<file path="src/rtl/mpi_link_arbiter.sv">
// Round-robin arbiter sharing one MPI transport slot among NUM_CH channels,
// with per-channel remote credit tracking and a finalize/drain sequence.
module mpi_link_arbiter #(
    parameter int NUM_CH  = 3,
    parameter int DATA_W  = 64,
    parameter int CREDITS = 4,
    parameter int CH_W    = (NUM_CH > 1) ? $clog2(NUM_CH) : 1,
    parameter int CNT_W   = $clog2(CREDITS + 1)
) (
    input  logic                     clk_i,
    input  logic                     rstn_i,
    input  logic [NUM_CH-1:0]        ch_valid_i,
    input  logic [NUM_CH*DATA_W-1:0] ch_data_i,
    output logic [NUM_CH-1:0]        ch_ready_o,
    output logic                     tx_valid_o,
    output logic [CH_W-1:0]          tx_chan_o,
    output logic [DATA_W-1:0]        tx_data_o,
    input  logic                     tx_ack_i,
    input  logic [NUM_CH-1:0]        rx_yummy_i,
    input  logic                     finalize_i,
    output logic [NUM_CH*CNT_W-1:0]  credit_o,
    output logic                     done_o,
    output logic                     err_o,
    output logic [1:0]               state_o
);

    // Handshakes: a channel flit moves when ch_valid_i[c] & ch_ready_o[c] in the
    // same cycle; the tx flit is held stable while tx_valid_o=1 until tx_ack_i.
    typedef enum logic [1:0] {IDLE = 2'd0, SEND = 2'd1, DRAIN = 2'd2, DONE = 2'd3} state_t;

    localparam logic [CNT_W-1:0] FULL    = CNT_W'(CREDITS);
    localparam logic [CNT_W-1:0] CNT_ONE = CNT_W'(1);
    localparam logic [CH_W-1:0]  CH_ONE  = CH_W'(1);
    localparam logic [CH_W-1:0]  CH_LAST = CH_W'(NUM_CH - 1);

    state_t              state_q, state_d;
    logic [CNT_W-1:0]    credit_q [NUM_CH];
    logic [CNT_W-1:0]    credit_d [NUM_CH];
    logic [CH_W-1:0]     rr_q;
    logic [CH_W-1:0]     tx_chan_q;
    logic [DATA_W-1:0]   tx_data_q;
    logic                err_q;
    logic [NUM_CH-1:0]   eligible;
    logic [NUM_CH-1:0]   grant;
    logic [CH_W-1:0]     grant_idx;
    logic [DATA_W-1:0]   grant_data;
    logic                grant_any;
    logic                overflow;
    logic                all_full;

    // Arbitration: first eligible channel at or after rr, wrapping.
    always_comb begin
        logic [CH_W-1:0] idx;
        idx        = '0;
        eligible   = '0;
        grant      = '0;
        grant_idx  = '0;
        grant_any  = 1'b0;
        grant_data = '0;
        for (int c = 0; c < NUM_CH; c++) begin
            eligible[c] = ch_valid_i[c] && (credit_q[c] != '0);
        end
        if (state_q == IDLE && !finalize_i) begin
            for (int k = 0; k < NUM_CH; k++) begin
                idx = CH_W'((int'(rr_q) + k) % NUM_CH);
                if (!grant_any && eligible[idx]) begin
                    grant_any   = 1'b1;
                    grant_idx   = idx;
                    grant[idx]  = 1'b1;
                end
            end
        end
        for (int c = 0; c < NUM_CH; c++) begin
            if (grant[c]) grant_data = ch_data_i[c*DATA_W +: DATA_W];
        end
    end

    // A yummy into a full counter is dropped and flagged rather than wrapping.
    always_comb begin
        overflow = 1'b0;
        all_full = 1'b1;
        for (int c = 0; c < NUM_CH; c++) begin
            credit_d[c] = credit_q[c];
            if (rx_yummy_i[c] && !grant[c]) begin
                if (credit_q[c] == FULL) overflow = 1'b1;
                else                     credit_d[c] = credit_q[c] + CNT_ONE;
            end else if (!rx_yummy_i[c] && grant[c]) begin
                credit_d[c] = credit_q[c] - CNT_ONE;
            end
            if (credit_d[c] != FULL) all_full = 1'b0;
        end
    end

    always_ff @(posedge clk_i or negedge rstn_i) begin
        if (!rstn_i) state_q <= IDLE;
        else         state_q <= state_d;
    end

    always_comb begin
        state_d = state_q;
        case (state_q)
            IDLE:  if (finalize_i)     state_d = DRAIN;
                   else if (grant_any) state_d = SEND;
            SEND:  if (tx_ack_i)       state_d = finalize_i ? DRAIN : IDLE;
            DRAIN: if (all_full)       state_d = DONE;
            DONE:  state_d = DONE;
            default: state_d = IDLE;
        endcase
    end

    always_comb begin
        ch_ready_o = grant;
        tx_valid_o = (state_q == SEND);
        done_o     = (state_q == DONE);
        state_o    = state_q;
    end

    always_ff @(posedge clk_i or negedge rstn_i) begin
        if (!rstn_i) begin
            for (int c = 0; c < NUM_CH; c++) credit_q[c] <= FULL;
            rr_q      <= '0;
            tx_chan_q <= '0;
            tx_data_q <= '0;
            err_q     <= 1'b0;
        end else begin
            for (int c = 0; c < NUM_CH; c++) credit_q[c] <= credit_d[c];
            err_q <= err_q | overflow;
            if (grant_any) begin
                tx_chan_q <= grant_idx;
                tx_data_q <= grant_data;
                rr_q      <= (grant_idx == CH_LAST) ? '0 : grant_idx + CH_ONE;
            end
        end
    end

    always_comb begin
        for (int c = 0; c < NUM_CH; c++) credit_o[c*CNT_W +: CNT_W] = credit_q[c];
    end

    assign tx_chan_o = tx_chan_q;
    assign tx_data_o = tx_data_q;
    assign err_o     = err_q;

endmodule
</file>
<file path="config.mk">
export PLATFORM = sky130hd
export DESIGN_NAME = mpi_link_arbiter
export DESIGN_NICKNAME = d
export VERILOG_FILES = /design/src/rtl/mpi_link_arbiter.sv
export SDC_FILE = /design/constraint.sdc
export NUM_CORES = 1
export LEC_CHECK = 0
export CAP_MARGIN = 10
export CORE_MARGIN = 2
export CORE_UTILIZATION = 36
export CTS_CLUSTER_SIZE = 25
export DETAILED_ROUTE_END_ITERATION = 7
export PLACE_DENSITY = 0.76
export SLEW_MARGIN = 10
export SYNTH_ARGS = -nofsm -noshare
export SYNTH_HDL_FRONTEND = slang
export SYNTH_SLANG_ARGS = --single-unit
</file>
<file path="constraint.sdc">
create_clock -name clk_i -period 3.3 [get_ports clk_i]
set_input_delay 0.66 -clock clk_i [delete_from_list [all_inputs] [get_ports clk_i]]
set_output_delay 0.66 -clock clk_i [all_outputs]
set_load 0.1 [all_outputs]
</file>
## Word-level counts from Yosys, hierarchy flattened

Index checks and enable logic that the tools add are counted.

- Output and inout port bits: 83
- Register bits: 80

- Add/subtract/negate cells: 9
- Bitwise logic cells: 3
- Eq/ne operators: 13
- $lt $le $gt $ge: 6
- Divide/modulo/power cells: 3
- Mux-type cells: 56
- Reductions and logical operators: 29

Operator list:

| operator | count |
|---|---|
| 64-bit two-way mux | 3 |
| 32-bit by 3-bit modulo with 32-bit output, second input constant | 2 |
| 3-bit two-way mux | 15 |
| 3-bit by 3-bit modulo with 32-bit output, second input constant | 1 |
| 1-bit two-way mux | 21 |
| 2-bit two-way mux | 10 |
| 1-bit logical AND | 15 |
| 3-bit inequality test, second input constant | 4 |
| 3-bit by 1-bit adder with 3-bit output, second input constant | 3 |
| 3-bit equality test, second input constant | 3 |
| 1-bit zero test | 9 |
| 2-bit by 3-bit < comparator with 1-bit output, second input constant | 3 |
| 3-bit nonzero test | 3 |
| 3-bit by 1-bit subtractor with 3-bit output, second input constant | 3 |
| 2-bit case mux with 4 select lines | 1 |
| 1-bit binary-select mux with 2-bit select | 3 |
| 1-bit demux with 2-bit select | 3 |
| 2-bit equality test, second input constant | 3 |
| 2-bit by 1-bit >= comparator with 1-bit output, second input constant | 3 |
| 3-bit bitwise OR | 2 |
| 2-bit by 1-bit adder with 3-bit output, second input constant | 1 |
| 2-bit by 2-bit adder with 3-bit output, second input constant | 1 |
| 3-bit AND reduction | 1 |
| 2-bit by 1-bit adder with 2-bit output, second input constant | 1 |
| 5 further kinds | 5 |

## Longest topological paths before layout

Gate-level depths: netlist (run 1).

- Depth after elaboration: 23
- Depth in mapped cells: 13
- Gate-level depth less buffers: 11

## Worst setup path after synthesis (run 1)

No wires, ideal clock.

- Path type: reg-to-output
- Start: reg credit_q, in the netlist credit_o[0]
- End: out ch_ready_o[2]
- Cell stages (with the launch flop): 9
- Slack: -882 ps
- Buffers on the path: 1
- Data arrival time: 3,522 ps
- Cell sequence: dfrtp_1 > inv_1 > ha_1 > nor2b_2 > o311ai_0 > a221o_1 > nand2_1 > inv_1 > clkbuf_1

- Word-level cells in the longest chain between the ends: 14

RTL lines:

| what | line | source |
|---|---|---|
| start, declared | 37 | `logic [CNT_W-1:0] credit_q [NUM_CH];` |
| 3-bit nonzero test * | 61 | `eligible[c] = ch_valid_i[c] && (credit_q[c] != '0);` |
| 1-bit logical AND * | 61 |  |
| 1-bit binary-select mux with 2-bit select | 66 | `if (!grant_any && eligible[idx]) begin` |
| 1-bit two-way mux (not written as such) | 66 |  |
| 1-bit two-way mux | 66 |  |
| 1-bit two-way mux | 63 | `if (state_q == IDLE && !finalize_i) begin` |
| 1-bit zero test | 66 |  |
| 1-bit logical AND | 66 |  |
| 1-bit two-way mux | 66 |  |
| 1-bit two-way mux | 63 |  |
| 1-bit zero test | 66 |  |
| 1-bit logical AND | 66 |  |
| 3-bit two-way mux * | 66 |  |
| 3-bit two-way mux * | 63 |  |
| end, declared | 14 | `output logic [NUM_CH-1:0] ch_ready_o,` |

Mark *: on every way between the ends. The rest lies on a longest branch, timed or not. The select of a mux whose other input is x is not followed.

## Worst setup path after layout (run 1)

- Start: reg credit_q, in the netlist credit_o[0]
- End: out ch_ready_o[0]

Same word-level chain as after synthesis.

==> results of run 1 <==
## sequential cells by signal (all words and copies together) (netlist names)
register	count
tx_data_o	64
rr_q	2
credit_o	9
state_o	2
err_o	1
tx_chan_o	2
## how the worst min path moves through the flow
stage	from	endpoint	cells past startpoint
6_report	rstn_i	err_o$_DFF_PN0_	1
5_1_grt	rstn_i	tx_data_o[45]$_DFFE_PN0P_	1
4_1_cts	rstn_i	tx_data_o[53]$_DFFE_PN0P_	1
3_5_place_dp	tx_chan_o[0]$_DFFE_PN0P_	tx_chan_o[0]$_DFFE_PN0P_	2
3_3_place_gp	tx_data_o[32]$_DFFE_PN0P_	tx_data_o[32]$_DFFE_PN0P_	2
2_1_floorplan	rstn_i	credit_o[3]$_DFF_PN0_	0
## per-layer routing
layer / track usage / wire [um] / vias up
met1: 0.292 / 6950 / 2586
met4: 0.0938 / 430 / 0
met5: 0 / 0 / -
met3: 0.0527 / 1430 / 39
met2: 0.416 / 8690 / 291
li1: - / - / 2633
## placed cells by master, fill, tap and decap left out, drive strengths merged, types with 4 or more instances in the layout
cell type	Yosys	routed
buf	9	130
mux2i	4	4
inv	19	18
a21oi	12	12
and3	4	4
a32oi	4	4
o32ai	4	4
clkbuf	31	11
o21ai	76	76
nand2	93	93
nor2	75	75
a221oi	64	64
dfrtp	77	77
clkdlybuf4s50	0	198
ha	13	13
xnor2	4	4
o31ai	4	4
nand2b	10	10
## layout make-up
type,count,area (um2)
Fill cell,1076,4860
Timing Repair Buffer,330,3080
Multi-Input combinational cell,417,2570
Sequential cell,80,2020
Clock buffer,11,233
Tap cell,176,220
Inverter,19,77.6
Clock inverter,4,22.5
## timing repair
item / CTS / global route
buffers inserted: 1 / 1
gates resized for setup: 2 / 14
gates cloned: 0 / 0
pin swaps: 0 / 1
setup endpoints to repair: 2 / 5
## cell families after synthesis
group,Yosys count,share of synthesized area
flip-flops,80,0.421
multiplexers,5,0.0108
AND/OR/NAND/NOR,205,0.188
buffers and inverters,59,0.0515
XOR/XNOR,5,0.00919
AO/OA/AOI/OAI,188,0.284
adder cells (fa/ha/maj),14,0.0362
## through the flow
stage | instance area [um2] | setup WS, ps
2_1_floorplan | 4790 | -42.9
3_3_place_gp | 7910 | -219
3_5_place_dp | 7910 | -262
4_1_cts | 8180 | 6.37
5_1_grt | 8230 | 9.36
6_report | 8230 | 87.7
## power groups by stage
| stage | clock network, mW | logic, mW | registers, mW |
|---|---|---|---|
| 2_1_floorplan | 0 | 0.667 | 2.07 |
| 3_3_place_gp | 0 | 2.22 | 1.25 |
| 3_5_place_dp | 0 | 2.25 | 1.26 |
| 4_1_cts | 0.906 | 2.26 | 1.25 |
| 5_1_grt | 0.945 | 2.41 | 1.27 |
| 6_report | 0.885 | 2.28 | 1.26 |
## critical path, cell delays in order, from the launching register on
cell and delay (ps):
dfrtp_4 510, inv_4 80, ha_2 180, nor2b_4 200, buf_4 150, o21ai_0 90
o2111ai_1 290, o31ai_2 140, a21oi_2 230, clkinvlp_4 160, buf_12 180
==> metrics.yaml, run 1 <==
global_route:
  grt_pass1_vias: 5657
  grt_pass1_wl_um: 27600
  grtUsageTotal: 0.241
  grt.overflow.total: 0
  grt_antenna_before_repair: 0
  grt_max_degree: 59
yosys:
  syn_area_per_cell_um2: 8.57
  synth_most_common_cell: "nand2_1"
  synth.largest_area_cell: "dfrtp_1"
  syn_area_um2: 4760
  synthTopCellsByCount: "93 x nand2_1, 77 x dfrtp_1, 76 x o21ai_0"
  yosys_warnings: 0
  async_flop_share: 1.00
  ys_ff_latch: 80
  synth_ff_type: "dfrtp_1"
  synth.area.top_cells: "dfrtp_1 40%, a221oi_1 12%, o21ai_0 8.0%"
  synth_edf_count: 0
  netlist.area_leader.share: 0.404
  synth_fp_nets: 771
  ys_types: 60
  ys_seq_area_frac: 0.421
  postSynthCellCount: 556
drt:
  ant_nets: 0
  vias: 5549
  drt-wirelength-per-cell_um: 16.9
  firstDrtPassIters: 5
  drtIter0Drc: 286
  drt-total-wl_um: 17500
  drcViolationCount: 0
  vias_per_cell: 5.35
floorplan:
  start_util: 0.364
  io_pins: 285
  die_area_um2: 14200
  die_x_um: 119
  rows: 42
  fp.dieH_um: 119
  core_um2: 13100
power_and_ir_drop:
  p_int_mw: 2.39
  p_sw_frac: 0.459
  clockPowerShare: 0.200
  p_switching_mw: 2.03
  ir_drop_v: 0.000298
  p_leak_nw: 3.60
  comb_power_share: 0.516
  p_total_mw: 4.43
  p_seq_frac: 0.284
  p_per_area_nw_per_um2: 538
critical_path:
  crit_path_start: "credit_o[0]$_DFF_PN0_"
  crit_path_end_kind: "output port"
  r2r_end: "tx_data_o[61]$_DFFE_PN0P_"
  reg2reg_from: "credit_o[0]$_DFF_PN0_"
  critPathLaunchType: "flip-flop"
  crit_required_ps: 2640
  r2r_slack_ps: 170
  ff2ff_path_depth: 14
  worstSetupEndpoint: "ch_ready_o[0]"
  crit_arrival_ps: 2550
  crit_fanout: 5
  path_class: "reg2out"
timing:
  period_share: 0.973
  worstMarginPinSlew_ps: 655
  slew_violations: 0
  tns_ps: 0
  whs_ps: 231
  slew_headroom: 0.563
  rsz0062_at_grt: "no"
  hold_viol: 0
  setup_viol: 0
  fin_worst_skew_ps: 6.39
  max_freq_mhz: 311
  finalCriticalPeriod_ps: 3210
finish:
  diodes: 0
  synthToLayoutAreaGrowth_pct: 72.7
  drive_gt1_frac: 0.213
  final_cells: 1037
  layout.nets: 1072
  final_core_util: 0.629
clock_tree:
  holdBufCountCts: 0
  tritoncts: "done"
  cts-buffers-inserted: 9
  cts_buffer_depth: 2
  clk_latency_ps: 340
  cts_root_buf: "clkbuf_16"
  htree_levels: 3
  cts.sinks: 80
  clk_pin_slew_ps: 60
place:
  place_congestion: 0.939
  dp_hpwl_um: 13200
  port_buffers: 284
  placedCellCount: 1020
hold_path:
  worstHoldPathType: "in2async"
run_status:
  status: "finished clean"
run:
  max_cap_viol_count: 0
No activity file was read; power rests on OpenSTA's default activity.
==> run 2: changes to the inputs <==
Settings changed: CORE_UTILIZATION 36 to 38, CTS_CLUSTER_DIAMETER from default to 100, PLACE_DENSITY 0.76 to 0.79.
==> metrics.yaml, run 2 (synthesis gave the netlist of run 1 again) <==
drt:
  dr_wl_met2_um: 9160  # +5.4%
  wl_met1_um: 6830  # -1.8%
  drt-total-wl_um: 17700  # +1.1%
  drcViolationCount: 0  # unchanged
  ant_nets: 0  # unchanged
  wl_met3_um: 1220  # -15%
  firstDrtPassIters: 4  # -1
  drtIter0Drc: 382  # +34%
  vias_per_cell: 5.38  # +0.48%
  top_layer_used: "met4"
  vias: 5506  # -0.77%
  drt-wirelength-per-cell_um: 17.3  # +2.4%
place:
  dp_hpwl_um: 13500  # +2.1%
  place_congestion: 0.847  # -9.8%
  dp_slack_ps: -106  # +156 ps
  post_dp_cell_area_um2: 7850  # -0.76%
  port_buffers: 284  # unchanged
finish:
  fillCellCount: 977  # -9.2%
  postLayoutCellArea_um2: 8180  # -0.64%
  largest_reg_flops: 64  # unchanged
  diodes: 0  # unchanged
  layout.nets: 1066  # -0.56%
  final_cell_mix: "200 x clkdlybuf4s50_1, 117 x buf_4, 92 x nand2_1"
  final_common_cell: "clkdlybuf4s50_1"
  synthToLayoutAreaGrowth_pct: 71.6
  drive_gt1_frac: 0.207  # -0.00577
clock_tree:
  cts-buffers-inserted: 9  # unchanged
  tritoncts: "done"
  clk_pin_slew_ps: 50  # about the same
  htree_levels: 3  # unchanged
  cts.sinks: 80  # unchanged
  clk_latency_ps: 340  # about the same
  cts_buffer_depth: 2  # unchanged
  cts_root_buf: "clkbuf_16"
critical_path:
  slowest_stage: "clkdlybuf4s50_1"
  crit_required_ps: 2640  # about the same
  r2r_slack_ps: 200  # +30 ps
  reg2reg_from: "credit_o[1]$_DFF_PN0_"
  critPathMaxStageDelay_ps: 600  # +90 ps
  crit_path_end_kind: "output port"
  path_class: "in2out"
  crit_path_start: "ch_valid_i[2]"
  path_cells: "clkdlybuf4s50_1 -> inv_2 -> buf_4 -> nor3_1 -> a21oi_1 -> a221o_1 -> nand2_1 -> inv_2 -> buf_12"
  crit_fanout: 4  # -1
  ff2ff_path_depth: 13  # -1
  crit_arrival_ps: 2580  # +30 ps
  r2r_end: "state_o[0]$_DFFE_PN0P_"
  critPathLaunchType: "input pin"
  crit_top_cell: "inv_2"
timing:
  setup_viol: 0  # unchanged
  fin_ws_ps: 56.0  # -31.7 ps
  slew_violations: 0  # unchanged
  max_freq_mhz: 308  # -0.98%
  worstMarginPinSlew_ps: 1010  # +359 ps
  slew_headroom: 0.324  # -0.239
  period_share: 0.983  # +0.00962
  finalCriticalPeriod_ps: 3240  # +31.7 ps
  fin_worst_skew_ps: 7.06  # +0.665 ps
  hold_viol: 0  # unchanged
power_and_ir_drop:
  p_per_area_nw_per_um2: 543  # +0.89%
  p_seq_frac: 0.280  # -0.004
  p_leak_nw: 3.54  # -1.5%
  p_switching_mw: 2.03  # -0.14%
  ir_drop_v: 0.000291  # -2.6%
  clockPowerShare: 0.205  # +0.005
  p_sw_frac: 0.457  # -0.00179
  comb_power_share: 0.514  # -0.002
  p_int_mw: 2.41  # +0.58%
global_route:
  grt_max_degree: 81  # +37%
  grt_antenna_before_repair: 0  # unchanged
  grt_pass1_wl_um: 26600  # -3.7%
  grt.overflow.total: 0  # unchanged
  grtUsageTotal: 0.255  # +0.0138
  grt_pass1_vias: 5412  # -4.3%
floorplan:
  start_util: 0.393  # +0.0293
  core_um2: 12100  # -7.4%
  fp.dieH_um: 116  # -2.6%
  rows: 40  # -4.8%
  die_area_um2: 13500  # -5.1%
  io_pins: 285  # unchanged
  die_x_um: 116  # -2.6%
hold_path:
  hold_path_end: "tx_chan_o[1]$_DFFE_PN0P_"
  holdCritStartpoint: "tx_chan_o[1]$_DFFE_PN0P_"
  worstHoldPathType: "reg2reg"
  hold_path_depth: 2
run:
  max_cap_viol_count: 0  # unchanged
run_status:
  status: "finished clean"
==> run 2: worst max-delay path by stage <==
stage / to / slack [ps] / cells past startpoint
after floorplan: ch_ready_o[2] / -40 / 9
after global placement: state_o[0]$_DFFE_PN0P_ / -40 / 10
after detailed placement: state_o[0]$_DFFE_PN0P_ / -110 / 11
after CTS: ch_ready_o[1] / 20 / 9
after global routing: state_o[0]$_DFFE_PN0P_ / -30 / 13
final: ch_ready_o[2] / 60 / 9
==> run 2: area by class of cell <==
| class | instances | area (um2) | area share |
|---|---|---|---|
| clock buffer | 13 | 250 | 0.0306 |
| clock inverter | 3 | 17.5 | 0.00214 |
| inverter | 19 | 77.6 | 0.00949 |
| multi-input combinational | 417 | 2580 | 0.316 |
| sequential | 80 | 2020 | 0.247 |
| tap | 168 | 210 | 0.0257 |
| timing repair buffer | 324 | 3020 | 0.369 |
==> run 2: power groups by stage <==
stage               clock, mW  combinational, mW  sequential (mW)
finish                  0.911               2.28             1.24
global route            0.971               2.41             1.26
CTS                     0.927               2.26             1.24
detailed placement          0               2.25             1.26
global placement            0               2.21             1.25
floorplan                   0              0.667             2.07
==> run 2: timing repair <==
| item | 4_1_cts | 5_1_grt |
|---|---|---|
| pin swaps | 1 | 2 |
| buffers inserted | 1 | 0 |
| resized for setup | 2 | 12 |
| hold buffers | 0 | 0 |
| endpoints found under the setup margin | 2 | 4 |
==> run 2: metrics by stage <==
| step | util | TNS [ps] | cells | total power [mW] | hold slack (ps) |
|---|---|---|---|---|---|
| after CTS | 0.671 | 0 | 1024 | 4.43 | 483 |
| after global routing | 0.675 | -47.0 | 1024 | 4.64 | 508 |
| after detailed placement | 0.648 | -233 | 1007 | 3.51 | 470 |
| after global placement | 0.648 | -45.7 | 1007 | 3.46 | 466 |
| final | 0.675 | 0 | 1024 | 4.44 | 477 |
| after floorplan | - | -42.9 | 556 | 2.73 | 364 |
==> run 2: per-layer routing <==
metal | vias to the layer above | GRT usage
met4 | 0 | 0.114
met1 | 2622 | 0.308
met5 | - | 0
li1 | 2621 | -
met2 | 229 | 0.442
met3 | 34 | 0.0476
==> run 2: critical path, delay by kind of cell <==
kind / cells / cell delay, ps
AOI/OAI and AO/OA: 2 / 440
and+or+nand+nor: 2 / 400
buffers and inverters: 5 / 1060
==> run 3: changes to the inputs <==
Settings changed: ABC_AREA from default to 1, CORE_UTILIZATION 38 to 40, PLACE_DENSITY 0.79 to 0.8, SKIP_LAST_GASP from default to 1.
==> metrics.yaml, run 3 <==
power_and_ir_drop:
  p_switching_mw: 1.54  # -24%
  p_sw_frac: 0.415  # -0.0422
  p_int_mw: 2.18  # -9.6%
  ir_drop_v: 0.000675  # +130%
  p_per_area_nw_per_um2: 449  # -17%
  p_seq_frac: 0.311  # +0.031
  p_leak_nw: 3.74  # +5.4%
  p_total_mw: 3.72  # -16%
  comb_power_share: 0.420  # -0.094
  clockPowerShare: 0.269  # +0.064
finish:
  synthToLayoutAreaGrowth_pct: 57.7
  postLayoutCellArea_um2: 8300  # +1.5%
  layout.nets: 1065  # -0.094%
  diodes: 0  # unchanged
  final_core_util: 0.652  # -0.0231
  final_cell_mix: "200 x clkdlybuf4s50_1, 110 x nand2_1, 93 x buf_4"
  drive_gt1_frac: 0.256  # +0.0494
  final_common_cell: "clkdlybuf4s50_1"
  final_cells: 1027  # +0.29%
  largest_reg_flops: 64  # unchanged
place:
  dp_hpwl_um: 14200  # +5.1%
  dp_slack_ps: 206  # +312 ps
  place_congestion: 0.884  # +4.3%
  port_buffers: 284  # unchanged
  placedCellCount: 1010  # +0.30%
  post_dp_cell_area_um2: 7990  # +1.8%
timing:
  tns_ps: 0  # unchanged
  worstMarginPinSlew_ps: 1090  # +78.8 ps
  slew_headroom: 0.271  # -0.0526
  whs_ps: 490  # +12.7 ps
  fin_ws_ps: 187  # +131 ps
  hold_viol: 0  # unchanged
  max_freq_mhz: 321  # +4.2%
  fin_worst_skew_ps: 6.98  # -0.0758 ps
  rsz0062_at_grt: "no"
  slew_violations: 0  # unchanged
  period_share: 0.943  # -0.0396
  setup_viol: 0  # unchanged
  finalCriticalPeriod_ps: 3110  # -131 ps
critical_path:
  path_class: "reg2out"
  crit_path_end_kind: "output port"
  crit_required_ps: 2640  # about the same
  slowest_stage: "dfrtp_1"
  path_buf_inv: 4  # -1
  critPathMaxStageDelay_ps: 400  # -200 ps
  critPathLaunchType: "flip-flop"
  path_cells: "inv_1 -> ha_2 -> inv_2 -> nand3_1 -> nand2_1 -> nand2_1 -> nand2_2 -> nand4_1 -> nand2_4 -> nand2_4 -> clkinv_2 -> buf_12"
  crit_fanout: 5  # +1
  critPathTopFamily: "simple AND/OR/NAND/NOR gates"
  crit_arrival_ps: 2450  # -130 ps
yosys:
  ys_seq_area_frac: 0.381  # -0.0396
  ys_types: 33  # -45%
  synth_ff_type: "dfrtp_1"
  synth.area.top_cells: "dfrtp_1 37%, a221o_1 12%, nand3_2 8.4%"
  synth_edf_count: 0  # unchanged
  synth_fp_nets: 796  # +3.2%
  syn_area_um2: 5260  # +10%
  synth_most_common_cell: "nand2_1"
  synthTopCellsByCount: "110 x nand2_1, 77 x dfrtp_1, 66 x a21oi_1"
  async_flop_share: 1.00  # unchanged
  ys_ff_latch: 80  # unchanged
  netlist.area_leader.share: 0.366  # -0.0380
  syn_area_per_cell_um2: 9.05  # +5.6%
  synth.largest_area_cell: "dfrtp_1"
  yosys_warnings: 0  # unchanged
  postSynthCellCount: 581  # +4.5%
run_status:
  status: "finished clean"
clock_tree:
  cts.sinks: 80  # unchanged
  clk_latency_ps: 340  # about the same
  cts-buffers-inserted: 9  # unchanged
  holdBufCountCts: 0  # unchanged
  tritoncts: "done"
  clk_pin_slew_ps: 60  # about the same
  cts_buffer_depth: 2  # unchanged
  cts_root_buf: "clkbuf_16"
  htree_levels: 3  # unchanged
drt:
  drtIter0Drc: 471  # +23%
  drcViolationCount: 0  # unchanged
  drt-wirelength-per-cell_um: 18.8  # +8.9%
  firstDrtPassIters: 4  # unchanged
  ant_nets: 0  # unchanged
  drt-total-wl_um: 19300  # +9.2%
  vias_per_cell: 5.45  # +1.3%
  vias: 5593  # +1.6%
floorplan:
  rows: 41  # +2.5%
  die_x_um: 119  # +2.3%
  start_util: 0.413  # +0.0200
  die_area_um2: 14100  # +4.7%
  fp.dieH_um: 119  # +2.3%
  io_pins: 285  # unchanged
  core_um2: 12700  # +5.0%
run:
  max_cap_viol_count: 0  # unchanged
global_route:
  grt_max_degree: 81  # unchanged
  grtUsageTotal: 0.271  # +0.0159
  grt_antenna_before_repair: 0  # unchanged
  grt_pass1_vias: 5797  # +7.1%
  grt.overflow.total: 0  # unchanged
  grt_pass1_wl_um: 30700  # +15%
hold_path:
  worstHoldPathType: "reg2reg"
-- run 3: logic make-up (layout without fill, tap and decap cells) --
| group | Yosys count | count (layout) | synth area share |
|---|---|---|---|
| adders and majority gates | 13 | 13 | 0.0309 |
| xor gates and xnor gates | 7 | 7 | 0.0117 |
| AOI/OAI and AO/OA | 143 | 143 | 0.203 |
| and+or+nand+nor | 253 | 253 | 0.275 |
| DFF | 80 | 80 | 0.381 |
| buffers and inverters | 85 | 359 | 0.0978 |
-- run 3: repair_timing --
| action | in CTS | in global routing |
|---|---|---|
| buffers inserted | 0 | 1 |
| endpoints found under the setup margin | 0 | 3 |
| resized for setup | 0 | 2 |
-- run 3: final timing paths --
path                                     startpoint                        end  slack, ps  depth (start not counted)
hold reg to reg            tx_chan_o[0]$_DFFE_PN0P_   tx_chan_o[0]$_DFFE_PN0P_        490                          2
max in group asynchronous                    rstn_i      credit_o[1]$_DFF_PN0_       2040                          1
setup reg to reg                rr_q[0]$_DFFE_PN0P_  tx_data_o[58]$_DFFE_PN0P_        480                         15
hold / removal             tx_chan_o[0]$_DFFE_PN0P_   tx_chan_o[0]$_DFFE_PN0P_        490                          2
min in group asynchronous                    rstn_i  tx_data_o[55]$_DFFE_PN0P_        510                          1
setup / recovery                rr_q[0]$_DFFE_PN0P_              ch_ready_o[2]        190                         12
-- run 3: worst register-to-register path, stage by stage (launching register included) --
cell and delay (ps):
dfrtp_1 400, inv_1 120, ha_2 330, inv_2 120
nand3_1 130, nand2_1 110, nand2_1 90, nand2_2 130
nand4_1 160, nand2_4 140, nand2_4 60, inv_2 110
buf_4 410, nand3_1 120, a21oi_1 190, a221o_1 140
-- run 3: power by group through the flow --
stage	sequential, mW	clock [mW]	combinational, mW
3_5_place_dp	1.17	0	1.55
2_1_floorplan	1.59	0	0.591
4_1_cts	1.16	1.02	1.56
3_3_place_gp	1.17	0	1.51
5_1_grt	1.17	1.06	1.69
6_report	1.16	1.00	1.56
-- run 3: layer usage --
metal / share of wire / wire (um) / vias to the layer above / GRT usage
met5: 0 / 0 / - / 0
met4: 0.026 / 495 / 0 / 0.0960
met3: 0.061 / 1170 / 38 / 0.0594
met2: 0.50 / 9730 / 217 / 0.469
met1: 0.41 / 7910 / 2722 / 0.329
li1: - / - / 2616 / -
-- run 3: layout make-up --
class	count	area [um2]
fillers	1055	4430
repair buffers	301	2860
multi-input cells	416	2760
flip-flops and latches	80	2010
clock buffers	12	267
well taps	172	215
inverters	42	159
clock inverters	4	26.3
